## config.mk

```make
export PLATFORM = sky130hd
export DESIGN_NAME = chip8_draw_ctrl
export DESIGN_NICKNAME = d
export VERILOG_FILES = /design/src/rtl/chip8_draw_ctrl.sv
export SDC_FILE = /design/constraint.sdc
export NUM_CORES = 1
export LEC_CHECK = 0
export ABC_CLOCK_PERIOD_IN_PS = 3400
export CAP_MARGIN = 20
export CORE_UTILIZATION = 44
export DETAILED_ROUTE_END_ITERATION = 6
export PLACE_DENSITY = 0.82
export SLEW_MARGIN = 20
export SYNTH_ARGS = -nofsm -noshare
export SYNTH_HDL_FRONTEND = slang
export SYNTH_SLANG_ARGS = --single-unit
```

## constraint.sdc

```tcl
create_clock -name clk -period 3.4 [get_ports clk]
set_input_delay 0.51 -clock clk [delete_from_list [all_inputs] [get_ports clk]]
set_output_delay 0.51 -clock clk [all_outputs]
set_load 0.05 [all_outputs]
```

## src/rtl/chip8_draw_ctrl.sv

```systemverilog
// chip8_draw_ctrl: CHIP-8 DXYN sprite draw sequencer.
// Fetches N sprite bytes starting at I and XOR-merges each byte into one
// framebuffer row by read-modify-write, accumulating the collision flag.
// Optional feature macro: CHIP8_DRAW_WRAP_EN
//   undefined (default) : pixels past the right edge and rows past the bottom are clipped
//   defined             : columns rotate to column 0 and rows wrap modulo NROWS
module chip8_draw_ctrl #(
  parameter int unsigned MEM_AW = 12,
  parameter int unsigned ROW_W  = 64,
  parameter int unsigned NROWS  = 32
) (
  input  logic                       clk,
  input  logic                       reset,
  input  logic                       start,
  input  logic [7:0]                 x_in,
  input  logic [7:0]                 y_in,
  input  logic [3:0]                 n_in,
  input  logic [MEM_AW-1:0]          i_in,
  output logic                       busy,
  output logic                       done,
  output logic                       collision,
  output logic [MEM_AW-1:0]          mem_addr,
  input  logic [7:0]                 mem_rd_data,
  output logic [$clog2(NROWS)-1:0]   fb_row_addr,
  input  logic [ROW_W-1:0]           fb_rd_data,
  output logic                       fb_wr_en,
  output logic [ROW_W-1:0]           fb_wr_data,
  output logic                       draw,
  output logic [$clog2(ROW_W)-1:0]   draw_x,
  output logic [$clog2(NROWS)-1:0]   draw_y,
  output logic [3:0]                 draw_row_index,
  output logic [7:0]                 sprite_data
);

  localparam int unsigned COL_W  = $clog2(ROW_W);
  localparam int unsigned ROW_AW = $clog2(NROWS);
  localparam int unsigned SUM_W  = ROW_AW + 5;

  typedef enum logic [1:0] {
    S_IDLE  = 2'd0,
    S_FETCH = 2'd1,
    S_WRITE = 2'd2,
    S_DONE  = 2'd3
  } state_t;

  state_t              state_q, state_d;

  // Latched draw context; draw_x/draw_y double as the latched start coordinates.
  logic [3:0]          n_q;
  logic [MEM_AW-1:0]   i_q;
  logic [3:0]          r_q;
  logic                acc_q;

  // Next values for every register.
  logic [COL_W-1:0]    x0_d;
  logic [ROW_AW-1:0]   y0_d;
  logic [3:0]          n_d;
  logic [MEM_AW-1:0]   i_d;
  logic [3:0]          r_d;
  logic                acc_d;
  logic                busy_d;
  logic                done_d;
  logic                collision_d;
  logic [MEM_AW-1:0]   mem_addr_d;
  logic [ROW_AW-1:0]   fb_row_addr_d;
  logic                fb_wr_en_d;
  logic [3:0]          row_index_d;

  // Datapath helpers.
  logic [ROW_W-1:0]    byte_ext;
  logic [ROW_W-1:0]    mask;
  logic [ROW_AW-1:0]   row_idx;
  logic                row_ok;
  logic                hit;
  logic                last_row;

  assign last_row = ((r_q + 4'd1) == n_q);
  assign byte_ext = {mem_rd_data, {(ROW_W-8){1'b0}}};

`ifdef CHIP8_DRAW_WRAP_EN
  logic [COL_W:0]      rot_amt;

  // Rotate the sprite byte so pixels past the right edge reappear at column 0.
  always_comb begin
    rot_amt = (COL_W+1)'(ROW_W) - (COL_W+1)'(draw_x);
    mask    = (byte_ext >> draw_x) | (byte_ext << rot_amt);
  end

  // Target row wraps modulo NROWS; every row is written.
  always_comb begin
    row_idx = draw_y + ROW_AW'(r_q);
    row_ok  = 1'b1;
  end
`else
  logic [SUM_W-1:0]    row_sum;

  // Shift the sprite byte right; pixels past the right edge fall off.
  always_comb begin
    mask = byte_ext >> draw_x;
  end

  // Rows at or below the bottom edge are skipped but still take their slot.
  always_comb begin
    row_sum = SUM_W'(draw_y) + SUM_W'(r_q);
    row_idx = row_sum[ROW_AW-1:0];
    row_ok  = (row_sum < SUM_W'(NROWS));
  end
`endif

  assign hit         = |(fb_rd_data & mask);
  assign fb_wr_data  = fb_wr_en ? (fb_rd_data ^ mask) : '0;
  assign sprite_data = fb_wr_en ? mem_rd_data : 8'd0;

  // State register.
  always_ff @(posedge clk or posedge reset) begin
    if (reset) begin
      state_q <= S_IDLE;
    end else begin
      state_q <= state_d;
    end
  end

  // Next-state logic.
  always_comb begin
    state_d = state_q;
    case (state_q)
      S_IDLE: begin
        if (start) begin
          state_d = (n_in == 4'd0) ? S_DONE : S_FETCH;
        end
      end
      S_FETCH: state_d = S_WRITE;
      S_WRITE: state_d = last_row ? S_DONE : S_FETCH;
      S_DONE:  state_d = S_IDLE;
      default: state_d = S_IDLE;
    endcase
  end

  // Output/datapath next values; all of these are registered below.
  always_comb begin
    x0_d          = draw_x;
    y0_d          = draw_y;
    n_d           = n_q;
    i_d           = i_q;
    r_d           = r_q;
    acc_d         = acc_q;
    collision_d   = collision;
    mem_addr_d    = mem_addr;
    fb_row_addr_d = fb_row_addr;
    fb_wr_en_d    = 1'b0;
    row_index_d   = draw_row_index;
    busy_d        = (state_d != S_IDLE);
    done_d        = (state_q == S_DONE);
    case (state_q)
      S_IDLE: begin
        if (start) begin
          x0_d        = COL_W'(x_in % ROW_W);
          y0_d        = ROW_AW'(y_in % NROWS);
          n_d         = n_in;
          i_d         = i_in;
          r_d         = 4'd0;
          acc_d       = 1'b0;
          collision_d = 1'b0;
          mem_addr_d  = i_in;
        end
      end
      S_FETCH: begin
        fb_wr_en_d  = row_ok;
        row_index_d = r_q;
        if (row_ok) begin
          fb_row_addr_d = row_idx;
        end
      end
      S_WRITE: begin
        if (fb_wr_en) begin
          acc_d = acc_q | hit;
        end
        r_d        = r_q + 4'd1;
        mem_addr_d = i_q + MEM_AW'(r_q) + MEM_AW'(1);
      end
      S_DONE: begin
        collision_d = acc_q;
      end
      default: begin
      end
    endcase
  end

  // Registered outputs and draw context.
  always_ff @(posedge clk or posedge reset) begin
    if (reset) begin
      draw_x         <= '0;
      draw_y         <= '0;
      n_q            <= 4'd0;
      i_q            <= '0;
      r_q            <= 4'd0;
      acc_q          <= 1'b0;
      busy           <= 1'b0;
      done           <= 1'b0;
      collision      <= 1'b0;
      mem_addr       <= '0;
      fb_row_addr    <= '0;
      fb_wr_en       <= 1'b0;
      draw           <= 1'b0;
      draw_row_index <= 4'd0;
    end else begin
      draw_x         <= x0_d;
      draw_y         <= y0_d;
      n_q            <= n_d;
      i_q            <= i_d;
      r_q            <= r_d;
      acc_q          <= acc_d;
      busy           <= busy_d;
      done           <= done_d;
      collision      <= collision_d;
      mem_addr       <= mem_addr_d;
      fb_row_addr    <= fb_row_addr_d;
      fb_wr_en       <= fb_wr_en_d;
      draw           <= fb_wr_en_d;
      draw_row_index <= row_index_d;
    end
  end

endmodule
```

# Word level (Yosys, flattened, before mapping)
# Index checks and enable logic that the tools add are counted.
[totals]
ff_bits = 59
latch_bits = 0
mem_bits_rw = 0
mem_bits_ro = 0
input_bits = 107
output_inout_bits = 109
mem_count = 0
[classes]
n_addsub = 4
multipliers = 0
div = 0
magnitude_cmp = 1
eq_ne = 6
shift = 1
n_mux = 15
bitwise = 3
reduce_logical = 11
[ops]
columns = ["operator", "count"]
rows = [
  ["$and 64x64->64", 1],
  ["$mux 64", 1],
  ["$reduce_or 64->1", 1],
  ["$shr 64x6->64", 1],
  ["$xor 64x64->64", 1],
  ["$pmux 12 s2", 1],
  ["$add 12x1->12 const B", 1],
  ["$add 12x4->12", 1],
  ["$mux 12", 1],
  ["$mux 8", 1],
  ["$pmux 2 s4", 1],
  ["$pmux 4 s2", 1],
  ["$reduce_and 2->1", 4],
  ["$add 5x4->6", 1],
  ["$lt 6x6->1 const B", 1],
  ["$mux 2", 3],
  ["$reduce_bool 2->1", 3],
  ["$add 4x1->4 const B", 1],
  ["$eq 2x2->1 const B", 2],
  ["$eq 4x4->1", 1],
  ["$logic_not 4->1", 1],
  ["$mux 4", 1],
  ["$ne 2x2->1 const B", 2],
  ["$pmux 1 s2", 2],
  ["5 further kinds", 7],
]

# Depth between registers and ports, before layout
[depth]
ltp_word = 6
ltp_mapped = 12
depth_no_buf = 10

# Worst setup path after synthesis
# Ideal clock, no wire load.
[synth_timing]
path_type = "flip-flop to flip-flop"
startpoint = "reg draw_x[1]"
endpoint = "reg acc_q"
setup_ps = 122
t_arrival_ps = 3069
required_ps = 3278
slack_ps = 210
path_stages_with_launch = 12
n_path_buf = 1
period_less_slack_ps = 3190
cell_sequence = "dfrtp_1 buf_6 mux2_4 mux2_4 mux2i_4 o32a_1 nor2_1 ha_1 nor4_1 nand4_1 or4_1 a32o_1"
[synth_between]
elab_chain_len = 6
[synth_rtl]
columns = ["element", "line", "text"]
rows = [
  ["from (decl)", "29", "output logic [$clog2(ROW_W)-1:0] draw_x,"],
  ["from (signal assigned)", "192", "draw_x <= '0;"],
  ["from (signal assigned)", "207", "draw_x <= x0_d;"],
  ["$shr 64x6->64", "99", "mask = byte_ext >> draw_x;"],
  ["$and 64x64->64", "110", "assign hit = |(fb_rd_data & mask);"],
  ["$reduce_or 64->1", "110", ""],
  ["$or 1x1->1", "176", "acc_d = acc_q | hit;"],
  ["$mux 1", "175", "if (fb_wr_en) begin"],
  ["$pmux 1 s2", "154", "case (state_q)"],
  ["to (signal assigned)", "197", "acc_q <= 1'b0;"],
  ["to (signal assigned)", "212", "acc_q <= acc_d;"],
  ["to (decl)", "52", "logic acc_q;"],
]
# No other way between the ends. The select of a mux whose other input is x is not followed.
# A chain may end at the register's enable or synchronous reset.

# Worst setup path in the final report
[layout_timing]
startpoint = "in mem_rd_data[5]"
endpoint = "reg acc_q"
[layout_between]
elab_chain_len = 6
[layout_rtl]
columns = ["element", "line", "text"]
rows = [
  ["from (decl)", "23", "input logic [7:0] mem_rd_data,"],
  ["$shr 64x6->64", "99", ""],
  ["$and 64x64->64", "110", ""],
  ["$reduce_or 64->1", "110", ""],
  ["$or 1x1->1", "176", ""],
  ["$mux 1", "175", ""],
  ["$pmux 1 s2", "154", ""],
]
# No other way between the ends. The select of a mux whose other input is x is not followed.

==> flow_summary.json <==
{
  "cts_made_buffers": 9,
  "dp_hpwl_um": 15100,
  "gp_congestion": 0.900,
  "die_area_sq_um": 12400,
  "fin_skew_ns": 0.0104,
  "crit_path_end_kind": "flip-flop",
  "coreArea_sq_um": 11500,
  "grt_pass1_wl_um": 29900,
  "whs_ns": 0.485,
  "final_util_pct": 76.1,
  "clkTransAtPathRegs_ns": 0.05,
  "synth_area_sq_um": 5240,
  "cts_root_buffer": "clkbuf_16",
  "layout_common_cells": "clkdlybuf4s50_1 (144), nand2_1 (93), and2_1 (75)",
  "dr.pass1.iters": 6,
  "drv_cap": 0,
  "fmax_ghz": 0.298,
  "arrival_ns": 3.57,
  "outcome": "complete, but fails checks",
  "synth_ff_type": "dfrtp_1",
  "rows": 39,
  "fin_crit_ns": 3.35,
  "vias": 5513,
  "hold_class": "flip-flop to flip-flop",
  "syn_nets": 796,
  "path_class": "input pin to flip-flop",
  "path_common_cell": "mux2_4",
  "cts_hold_buf": 0,
  "yosysWarningCount": 0,
  "synthCells": 614,
  "rsz0062_at_grt": "yes",
  "die_height_um": 111,
  "synthMuxAreaShare_pct": 6.92,
  "seq_area_frac_synth_pct": 28.2,
  "drc": 40,
  "synth-adder-area-share_pct": 18.2,
  "yosys.area_share.simple_pct": 27.0,
  "timing.final.crit_share_pct": 98.5,
  "setup_viol": 0,
  "mostFrequentLayoutCell": "clkdlybuf4s50_1",
  "wl_per_cell_um": 19.3,
  "violations": "design-rule violations",
  "async_reset_ff_share_pct": 100,
  "cp.buffers_inverters": 1,
  "syn_avg_cell_area_sq_um": 8.54,
  "num-fill-cells": 807,
  "tns_ns": 0,
  "synth_edf_count": 0,
  "ir_worst_vdd_v": 0.000895,
  "ys_types": 58,
  "crit_required_ns": 3.62,
  "drive_gt1_share_pct": 20.6,
  "htreeDepth": 3,
  "cts_tree": "done",
  "final_cells": 993,
  "max_stage_delay_ns": 0.59,
  "cp_top_family": "simple AND/OR/NAND/NOR gates",
  "worstPathMaxFanout": 6,
  "die_w_um": 111,
  "ioPinCount": 216,
  "postRouteAntennaNets": 0,
  "synthToLayoutAreaGrowth_pct": 67.2,
  "io_buffer_count": 210,
  "clkSinkCount": 59,
  "grt_antenna_before_repair": 0,
  "drt_first_iter_violations": 360,
  "grt_max_degree": 49,
  "hold_viol_final": 0,
  "initial_core_util_pct": 45.5,
  "routed_wirelength_um": 19200,
  "worst-slew-pin-transition_ns": 0.820,
  "p_per_area_nw_per_um2": 986,
  "power.leakage_nw": 4.05,
  "critPathLaunchType": "input pin",
  "cts.path.max_buffers": 2,
  "viasPerCell": 5.55,
  "fin_nets": 1027,
  "grt_usage_pct": 31.0,
  "antenna_cells": 0,
  "report.final.slew_viol_count": 0,
  "dp_cells": 975,
  "ys_ff_latch": 59,
  "relSlewSlack_pct": 45.3,
  "synth_top_family_by_area": "simple AND/OR/NAND/NOR gates",
  "grt_pass1_vias": 5665,
  "crit_path_top_delay_cell": "or4_4",
  "path_cells": "clkdlybuf4s50_1, mux2_4, mux2_4, and3_1, a21oi_1, nor2_1, ha_1, nor4_2, nand4_1, or4_4, a32o_1",
  "synth_compound_area_share_pct": 12.2,
  "insertion_delay_ns": 0.34,
  "synth_xor_area_share_pct": 3.01,
  "overflow": 0,
  "total_power_mw": 8.64
}
## logic make-up (layout without fill, tap and decap cells)
family	count (synthesis)	after routing
simple gates	293	293
compound gates	90	90
fa+ha+maj	75	75
flops	59	59
buf+inv	51	287
mux	28	28
xor+xnor	18	18
## layer usage
metal  global-route usage (%)  part of all wire, %
met4                     9.64                  2.3
met1                     37.7                   40
met3                     4.87                  6.5
met5                        0                    0
met2                     56.2                   51
## sequential cells by signal, summed over array words and instances (netlist names), 2 cells and up
register        count
mem_addr           12
r_q                 4
draw_row_index      4
draw_y              5
i_q                12
state_q             2
draw_x              6
fb_row_addr         5
n_q                 4
## power by group
part           switching, mW  total [mW]  internal (mW)
logic                   3.57        6.21           2.64
registers              0.416        1.44           1.03
clock network          0.313       0.992          0.679
## final timing paths
check,start,end,slack (ns),cells after the start
setup / recovery,mem_rd_data[5],acc_q$_DFFE_PP0P_,0.05,11
hold / removal,fb_row_addr[2]$_DFFE_PP0P_,fb_row_addr[2]$_DFFE_PP0P_,0.49,1
max in group asynchronous,reset,draw_y[2]$_DFFE_PP0P_,2.15,3
setup reg to reg,draw_x[0]$_DFFE_PP0P_,acc_q$_DFFE_PP0P_,0.16,11
hold reg to reg,fb_row_addr[2]$_DFFE_PP0P_,fb_row_addr[2]$_DFFE_PP0P_,0.49,1
min in group asynchronous,reset,draw_row_index[2]$_DFFE_PP0P_,0.64,2
## per-stage QoR
| step | area [sq um] | worst slack (ns) |
|---|---|---|
| after floorplan | 5240 | 0.210 |
| after global placement | 8280 | -0.374 |
| after detailed placement | 8280 | -0.426 |
| after CTS | 8680 | 0.00216 |
| after global routing | 8760 | -0.0131 |
| final | 8760 | 0.0499 |
## layout make-up
type,count,area (sq um),share of cell area [%]
inverters,19,72.6,0.828
clock buffers,12,256,2.93
flip-flops and latches,59,1480,16.9
multi-input cells,504,3660,41.8
repair buffers,252,3040,34.7
clock inverters,4,72.6,0.828
well taps,143,179,2.04
## synth_stat cells, types with 3 or more instances
cell type / count / area (sq um)
a21o_1: 5 / 37.5
a21oi_1: 18 / 90.1
a22oi_1: 7 / 52.6
a2bb2oi_2: 6 / 90.1
and2_1: 75 / 469
buf_2: 8 / 40.0
buf_6: 3 / 33.8
clkbuf_1: 17 / 63.8
dfrtp_1: 59 / 1480
ha_1: 73 / 913
inv_1: 17 / 63.8
mux2_1: 4 / 45.0
mux2_2: 7 / 78.8
mux2_4: 8 / 120
mux2i_1: 6 / 60.1
nand2_1: 94 / 353
nand2b_1: 5 / 31.3
nand3_1: 7 / 35.0
nand4_1: 5 / 31.3
nor2_1: 71 / 267
nor2b_1: 7 / 43.8
nor3_1: 4 / 20.0
nor4_1: 16 / 100
o21ai_0: 17 / 85.1
o21ai_1: 3 / 15.0
o221ai_1: 3 / 26.3
o22ai_1: 13 / 81.3
o32ai_1: 3 / 26.3
xnor2_1: 9 / 78.8
xor2_1: 9 / 78.8
## repair_timing
item,CTS,global route
cloned,0,0
gates resized for setup,7,19
pin swaps,0,3
setup endpoints to repair,1,10
setup buffers,2,0
No activity file was read; power rests on OpenSTA's default activity.
